--- config.mk ---
export PLATFORM = sky130hd
export DESIGN_NAME = shift_rotate_unit
export DESIGN_NICKNAME = d
export VERILOG_FILES = /design/src/rtl/shift_rotate_unit_pkg.sv /design/src/rtl/shift_rotate_unit_shift_step.sv /design/src/rtl/shift_rotate_unit.sv
export SDC_FILE = /design/constraint.sdc
export NUM_CORES = 1
export LEC_CHECK = 0
export CAP_MARGIN = 15
export CORE_UTILIZATION = 53
export CTS_CLUSTER_DIAMETER = 100
export DETAILED_ROUTE_END_ITERATION = 8
export PLACE_DENSITY = 0.8
export SYNTH_ARGS = -nofsm -noshare
export SYNTH_HDL_FRONTEND = slang
export SYNTH_SLANG_ARGS = --single-unit
--- constraint.sdc ---
create_clock -name clk -period 3.5 [get_ports clk]
set_input_delay 0.7 -clock clk [delete_from_list [all_inputs] [get_ports clk]]
set_output_delay 0.7 -clock clk [all_outputs]
set_load 0.01 [all_outputs]
--- src/rtl/shift_rotate_unit_pkg.sv ---
// Shared types and FLAGS helpers for the shift/rotate unit (optional FAST_SHIFT_EN barrel path).
package shift_rotate_unit_pkg;

    localparam int OP_W = 3;

    typedef enum logic [OP_W-1:0] {
        OP_SHL  = 3'd0,
        OP_SHR  = 3'd1,
        OP_SAR  = 3'd2,
        OP_ROL  = 3'd3,
        OP_ROR  = 3'd4,
        OP_RCL  = 3'd5,
        OP_RCR  = 3'd6,
        OP_RSVD = 3'd7
    } shift_op_t;

    typedef enum logic [1:0] {
        ST_IDLE  = 2'd0,
        ST_SHIFT = 2'd1,
        ST_DONE  = 2'd2
    } state_t;

    localparam int CF_IDX = 0;
    localparam int PF_IDX = 2;
    localparam int AF_IDX = 4;
    localparam int ZF_IDX = 6;
    localparam int SF_IDX = 7;
    localparam int OF_IDX = 11;

    // Final FLAGS for a non-zero count, given the result's MSB/MSB-1/zero/parity features.
    function automatic logic [15:0] calc_flags(
        input shift_op_t  f_op,
        input logic [15:0] fin,
        input logic        cf,
        input logic        res_msb,
        input logic        res_msb_m1,
        input logic        res_zero,
        input logic        res_parity_even,
        input logic        orig_msb
    );
        logic [15:0] f;
        logic        arith;
        f     = fin;
        arith = 1'b0;
        f[CF_IDX] = cf;
        case (f_op)
            OP_SHL: begin
                f[OF_IDX] = res_msb ^ cf;
                arith     = 1'b1;
            end
            OP_SHR: begin
                f[OF_IDX] = orig_msb;
                arith     = 1'b1;
            end
            OP_SAR: begin
                f[OF_IDX] = 1'b0;
                arith     = 1'b1;
            end
            OP_ROL, OP_RCL: f[OF_IDX] = res_msb ^ cf;
            OP_ROR, OP_RCR: f[OF_IDX] = res_msb ^ res_msb_m1;
            default: f = fin;
        endcase
        if (arith) begin
            f[SF_IDX] = res_msb;
            f[ZF_IDX] = res_zero;
            f[PF_IDX] = res_parity_even;
            f[AF_IDX] = 1'b0;
        end
        return f;
    endfunction

endpackage

--- src/rtl/shift_rotate_unit_shift_step.sv ---
// Combinational one-bit shift/rotate step; byte mode touches only bits [7:0].
module shift_step
    import shift_rotate_unit_pkg::*;
#(
    parameter int WIDTH = 16
) (
    input  shift_op_t        op,
    input  logic [WIDTH-1:0] value_in,
    input  logic             cf_in,
    input  logic             is_8_bit,
    output logic [WIDTH-1:0] value_out,
    output logic             cf_out
);

    always_comb begin
        value_out = value_in;
        cf_out    = cf_in;
        if (is_8_bit) begin
            case (op)
                OP_SHL: begin
                    cf_out          = value_in[7];
                    value_out[7:0]  = {value_in[6:0], 1'b0};
                end
                OP_SHR: begin
                    cf_out          = value_in[0];
                    value_out[7:0]  = {1'b0, value_in[7:1]};
                end
                OP_SAR: begin
                    cf_out          = value_in[0];
                    value_out[7:0]  = {value_in[7], value_in[7:1]};
                end
                OP_ROL: begin
                    cf_out          = value_in[7];
                    value_out[7:0]  = {value_in[6:0], value_in[7]};
                end
                OP_ROR: begin
                    cf_out          = value_in[0];
                    value_out[7:0]  = {value_in[0], value_in[7:1]};
                end
                OP_RCL: begin
                    cf_out          = value_in[7];
                    value_out[7:0]  = {value_in[6:0], cf_in};
                end
                OP_RCR: begin
                    cf_out          = value_in[0];
                    value_out[7:0]  = {cf_in, value_in[7:1]};
                end
                default: begin
                    value_out = value_in;
                    cf_out    = cf_in;
                end
            endcase
        end else begin
            case (op)
                OP_SHL: begin
                    cf_out    = value_in[WIDTH-1];
                    value_out = {value_in[WIDTH-2:0], 1'b0};
                end
                OP_SHR: begin
                    cf_out    = value_in[0];
                    value_out = {1'b0, value_in[WIDTH-1:1]};
                end
                OP_SAR: begin
                    cf_out    = value_in[0];
                    value_out = {value_in[WIDTH-1], value_in[WIDTH-1:1]};
                end
                OP_ROL: begin
                    cf_out    = value_in[WIDTH-1];
                    value_out = {value_in[WIDTH-2:0], value_in[WIDTH-1]};
                end
                OP_ROR: begin
                    cf_out    = value_in[0];
                    value_out = {value_in[0], value_in[WIDTH-1:1]};
                end
                OP_RCL: begin
                    cf_out    = value_in[WIDTH-1];
                    value_out = {value_in[WIDTH-2:0], cf_in};
                end
                OP_RCR: begin
                    cf_out    = value_in[0];
                    value_out = {cf_in, value_in[WIDTH-1:1]};
                end
                default: begin
                    value_out = value_in;
                    cf_out    = cf_in;
                end
            endcase
        end
    end

endmodule

--- src/rtl/shift_rotate_unit.sv ---
// x86 shift/rotate unit, one bit per cycle; define FAST_SHIFT_EN for a single-cycle barrel path.
// Handshake: start is sampled only while busy=0; complete pulses once when out/flags_out update.
module shift_rotate_unit
    import shift_rotate_unit_pkg::*;
#(
    parameter int WIDTH      = 16,
    parameter bit COUNT_MASK = 1'b1
) (
    input  logic             clk,
    input  logic             reset,
    input  logic             start,
    input  logic [OP_W-1:0]  op,
    input  logic [WIDTH-1:0] a,
    input  logic [7:0]       count,
    input  logic             is_8_bit,
    input  logic [15:0]      flags_in,
    output logic [WIDTH-1:0] out,
    output logic [15:0]      flags_out,
    output logic             busy,
    output logic             complete,
    output state_t           dbg_state
);

    shift_op_t        op_in;
    logic [7:0]       n_eff;
    logic             pass_through;
    logic             a_msb;

    assign op_in        = shift_op_t'(op);
    assign n_eff        = COUNT_MASK ? {3'b000, count[4:0]} : count;
    assign pass_through = (n_eff == 8'd0) || (op_in == OP_RSVD);
    assign a_msb        = is_8_bit ? a[7] : a[WIDTH-1];

    function automatic logic [15:0] result_flags(
        input shift_op_t        f_op,
        input logic [WIDTH-1:0] v,
        input logic             cf,
        input logic             is8,
        input logic             orig_msb,
        input logic [15:0]      fin
    );
        logic msb;
        logic msb_m1;
        logic zero;
        msb    = is8 ? v[7] : v[WIDTH-1];
        msb_m1 = is8 ? v[6] : v[WIDTH-2];
        zero   = is8 ? (v[7:0] == 8'd0) : (v == '0);
        return calc_flags(f_op, fin, cf, msb, msb_m1, zero, ~^v[7:0], orig_msb);
    endfunction

    state_t           state_q, state_d;
    logic [WIDTH-1:0] out_q, out_d;
    logic [15:0]      flags_q, flags_d;
    logic             busy_q, busy_d;
    logic             complete_q, complete_d;

`ifdef FAST_SHIFT_EN
    // Enough chained steps that every shift count saturates and every rotate fits after reduction.
    localparam int STEPS = WIDTH + 1;

    logic [WIDTH-1:0] chain_v [0:STEPS];
    logic             chain_c [0:STEPS];
    logic [WIDTH-1:0] stage_v [0:STEPS-1];
    logic             stage_c [0:STEPS-1];
    int               steps;

    always_comb begin
        steps = int'(n_eff);
        case (op_in)
            OP_ROL, OP_ROR: steps = int'(n_eff) % (is_8_bit ? 8 : WIDTH);
            OP_RCL, OP_RCR: steps = int'(n_eff) % (is_8_bit ? 9 : WIDTH + 1);
            default: begin
                if (int'(n_eff) > STEPS) steps = STEPS;
            end
        endcase
    end

    assign chain_v[0] = a;
    assign chain_c[0] = flags_in[CF_IDX];

    for (genvar i = 0; i < STEPS; i++) begin : g_chain
        shift_step #(.WIDTH(WIDTH)) u_step (
            .op        (op_in),
            .value_in  (chain_v[i]),
            .cf_in     (chain_c[i]),
            .is_8_bit  (is_8_bit),
            .value_out (stage_v[i]),
            .cf_out    (stage_c[i])
        );
        assign chain_v[i+1] = (i < steps) ? stage_v[i] : chain_v[i];
        assign chain_c[i+1] = (i < steps) ? stage_c[i] : chain_c[i];
    end

    always_comb begin
        state_d    = state_q;
        out_d      = out_q;
        flags_d    = flags_q;
        busy_d     = 1'b0;
        complete_d = 1'b0;
        if (start) begin
            state_d    = ST_DONE;
            complete_d = 1'b1;
            if (pass_through) begin
                out_d   = a;
                flags_d = flags_in;
            end else begin
                out_d   = chain_v[STEPS];
                flags_d = result_flags(op_in, chain_v[STEPS], chain_c[STEPS],
                                       is_8_bit, a_msb, flags_in);
            end
        end
    end
`else
    logic [WIDTH-1:0] work_q, work_d;
    logic             cf_q, cf_d;
    logic [7:0]       cnt_q, cnt_d;
    shift_op_t        op_q, op_d;
    logic [15:0]      fin_q, fin_d;
    logic             msb_q, msb_d;
    logic             is8_q, is8_d;
    logic [WIDTH-1:0] step_val;
    logic             step_cf;

    shift_step #(.WIDTH(WIDTH)) u_step (
        .op        (op_q),
        .value_in  (work_q),
        .cf_in     (cf_q),
        .is_8_bit  (is8_q),
        .value_out (step_val),
        .cf_out    (step_cf)
    );

    always_comb begin
        state_d    = state_q;
        out_d      = out_q;
        flags_d    = flags_q;
        busy_d     = busy_q;
        complete_d = 1'b0;
        work_d     = work_q;
        cf_d       = cf_q;
        cnt_d      = cnt_q;
        op_d       = op_q;
        fin_d      = fin_q;
        msb_d      = msb_q;
        is8_d      = is8_q;
        if (state_q == ST_SHIFT) begin
            work_d = step_val;
            cf_d   = step_cf;
            cnt_d  = cnt_q - 8'd1;
            if (cnt_q == 8'd1) begin
                state_d    = ST_DONE;
                busy_d     = 1'b0;
                complete_d = 1'b1;
                out_d      = step_val;
                flags_d    = result_flags(op_q, step_val, step_cf, is8_q, msb_q, fin_q);
            end
        end else if (start) begin
            if (pass_through) begin
                state_d    = ST_DONE;
                complete_d = 1'b1;
                out_d      = a;
                flags_d    = flags_in;
            end else begin
                state_d = ST_SHIFT;
                busy_d  = 1'b1;
                work_d  = a;
                cf_d    = flags_in[CF_IDX];
                cnt_d   = n_eff;
                op_d    = op_in;
                fin_d   = flags_in;
                msb_d   = a_msb;
                is8_d   = is_8_bit;
            end
        end
    end

    always_ff @(posedge clk) begin
        if (reset) begin
            work_q <= '0;
            cf_q   <= 1'b0;
            cnt_q  <= 8'd0;
            op_q   <= OP_SHL;
            fin_q  <= 16'd0;
            msb_q  <= 1'b0;
            is8_q  <= 1'b0;
        end else begin
            work_q <= work_d;
            cf_q   <= cf_d;
            cnt_q  <= cnt_d;
            op_q   <= op_d;
            fin_q  <= fin_d;
            msb_q  <= msb_d;
            is8_q  <= is8_d;
        end
    end
`endif

    always_ff @(posedge clk) begin
        if (reset) begin
            state_q    <= ST_IDLE;
            out_q      <= '0;
            flags_q    <= 16'd0;
            busy_q     <= 1'b0;
            complete_q <= 1'b0;
        end else begin
            state_q    <= state_d;
            out_q      <= out_d;
            flags_q    <= flags_d;
            busy_q     <= busy_d;
            complete_q <= complete_d;
        end
    end

    assign out       = out_q;
    assign flags_out = flags_q;
    assign busy      = busy_q;
    assign complete  = complete_q;
    assign dbg_state = state_q;

endmodule

==> flow_summary.ini, run 1 <==
[status]
status = finished clean

[global_routing]
grt_pass1_wl_mm = 21.8
busiest_layer = met2
grt_max_degree = 79
overflow = 0
grtUsageTotal = 0.311
grt_use_met1 = 0.386
antenna_found_initial = 0
met2_usage = 0.523
met3_usage = 0.0742
grt_pass1_vias = 4500

[pwr]
cellPowerDensity_nw_per_um2 = 452
power.leakage_nw = 2.06
vdd.ir_drop.worst_uv = 284

[routing]
first_iter_violations = 345
antenna_left = 0
drc = 0
first_pass_iters = 5
post_drt_wl_per_cell_um = 17.1
via_per_inst = 6.12
finalWirelength_mm = 13.7
vias = 4875

[yosys]
synth_seq_cells = 82
yosys-top-cells-area = dfxtp_1 (35%), nand2_1 (8.6%), nor2_1 (6.5%)
synth-main-ff-cell = dfxtp_1
synth_top_area_share = 0.350
yosysUniqueCellTypes = 66
syn_area_um2 = 4690
synth-edff-count = 0
synth_nets = 680
yosysSeqAreaShare = 0.350
synthArstFlopShare = 0
syn_area_per_cell_um2 = 7.48
synth_top_area_cell = dfxtp_1
synthCells = 627
yosys_warnings = 0

[final_layout]
fin_nets = 739
n_antenna_cell = 0
layout_commonest_cell = nand2_1
mostFrequentLayoutCells = nand2_1 (108), dfxtp_1 (82), nor2_1 (81)
final_util = 0.685
fillCellCount = 705
layout-drive-gt1-share = 0.0926
synthToLayoutAreaGrowth_pct = 22.5

[critical_path]
critPathRequiredTime_ns = 3.80
crit_slowest_cell = dfxtp_1
critPathArrivalTime_ns = 3.39
path_buf_inv = 1
cp_num_cells = 12
critPathMaxStageDelay_ns = 0.85
worstSetupPathType = flip-flop to flip-flop
startpoint = op_q[1]$_SDFFE_PP0P_
reg2reg_to = flags_out[2]$_SDFFE_PP0P_
rr_worst_depth = 12
cp_top_family = flip-flops
setup.worst_path.start_class = flip-flop
cp_max_fo = 20
cp-end-kind = flip-flop
rr_startpoint = op_q[1]$_SDFFE_PP0P_
path_cells = buf_4, nand2_1, nand3_1, a21oi_1, or3_1, ha_1, xnor2_1, xnor2_1, mux2i_1, a211oi_1, a21oi_1, nor2_1
reg2reg_slack_ns = 0.42
critical_path.endpoint = flags_out[2]$_SDFFE_PP0P_

[cts]
cts_tree = yes
clkLatencyLatePin_ns = 0.36
clockBufferDepth = 2
cts-root-buf = clkbuf_8
cts_hold_buf = 0
cts.repair.resized = 0
cts.htree.levels = 3
post_cts_buffers = 0
cts_sinks = 82
cts_inserted_buffers = 9
clk_pin_slew_worst_paths_ns = 0.09

[die]
start_util = 0.559
row_count = 33
fp.dieH_um = 96.1
die_x_um = 96.1
die_area_um2 = 9230
coreArea_um2 = 8380
io_pins = 83

[worst_hold_path]
worstHoldPathCells = 2
hold_path_class = flip-flop to flip-flop

[sta]
finalCriticalPeriod_ns = 3.08
maxSlewViolCount = 0
fin_crit_sh = 0.881
worst_pin_slew_ns = 0.818
setup_ws_ns = 0.415
rsz0062_at_grt = false
tns_ns = 0
setup_viol_count_final = 0
hold_violations = 0
finalClockSkew_ns = 0.0102
max_slew_margin = 0.455
fmax_mhz = 324

[placed_design]
globalplace.congestion = 0.936
hpwl_mm = 9.69
port_buffers = 79
place_ws_ns = 0.469

[flow_run]
maxCapViolations = 0
## final cells by class
type,instances,area [um^2],share of cell area
clock buffer,10,138,0.0240
sequential,82,1640,0.286
clock inverter,6,72.6,0.0126
timing repair buffer,102,958,0.167
inverter,14,52.6,0.00915
multi-input combinational,477,2750,0.479
tap,105,131,0.0229
## routing by layer
layer	wire (um)	vias to the layer above
met3	1100	38
met1	5550	2265
met5	0	-
met4	378	0
met2	6620	237
li1	-	2335
## synthesized netlist by cell type (10+ instances only)
cell type / number
nand3_1: 15
a211oi_1: 24
mux2i_1: 14
dfxtp_1: 82
a311oi_1: 12
nor2_1: 81
nand2_1: 108
inv_1: 13
nand2b_1: 10
o21ai_0: 25
buf_2: 17
clkbuf_1: 25
nor3_1: 22
a21oi_1: 56
## worst reg2reg max path, cell delays in order (launching register included)
cell	delay, ns
dfxtp_1	0.85
buf_4	0.35
nand2_1	0.09
nand3_1	0.09
a21oi_1	0.11
or3_1	0.36
ha_1	0.31
xnor2_1	0.14
xnor2_1	0.22
mux2i_1	0.13
a211oi_1	0.25
a21oi_1	0.06
nor2_1	0.08
## sequential cells by signal, summed over array words and instances, names as in the netlist
register	cells
busy	1
cf_q	1
cnt_q	8
complete	1
dbg_state	2
fin_q	16
flags_out	16
is8_q	1
msb_q	1
op_q	3
out	16
work_q	16
## power breakdown
group          switching [mW]  internal [mW]  total [mW]
Sequential             0.0898           1.01        1.10
Combinational           0.420          0.335       0.756
Clock                   0.377          0.359       0.737
## worst min-delay path by stage
stage / startpoint / endpoint / slack, ns
6_report: out[6]$_SDFFE_PP0P_ / out[6]$_SDFFE_PP0P_ / 0.46
5_1_grt: out[6]$_SDFFE_PP0P_ / out[6]$_SDFFE_PP0P_ / 0.48
4_1_cts: out[6]$_SDFFE_PP0P_ / out[6]$_SDFFE_PP0P_ / 0.46
3_5_place_dp: out[6]$_SDFFE_PP0P_ / out[6]$_SDFFE_PP0P_ / 0.45
3_3_place_gp: fin_q[15]$_SDFFE_PP0P_ / fin_q[15]$_SDFFE_PP0P_ / 0.44
2_1_floorplan: fin_q[2]$_SDFFE_PP0P_ / fin_q[2]$_SDFFE_PP0P_ / 0.44
## cell families after synthesis
kind of cell | after synthesis | share of synthesized area
simple gates | 270 | 0.255
buf+inv | 68 | 0.0672
flops | 82 | 0.350
fa+ha+maj | 6 | 0.0160
xor+xnor | 6 | 0.0128
mux | 19 | 0.0424
compound gates | 176 | 0.256
## stage by stage
stage,area [um^2],total power [mW],hold WS (ns),std cells
after floorplan,4690,1.60,0.436,627
after global routing,5740,2.73,0.485,796
after CTS,5740,2.59,0.456,796
after global placement,5530,1.85,0.442,780
after detailed placement,5530,1.86,0.446,780
final,5740,2.59,0.456,796
No activity file was read; power rests on OpenSTA's default activity.
==> inputs of run 2 (changes only) <==
CTS_CLUSTER_DIAMETER = default   (was 100)
==> results of run 2 <==
Final layout, timing and power as in run 1 (identical DEF).
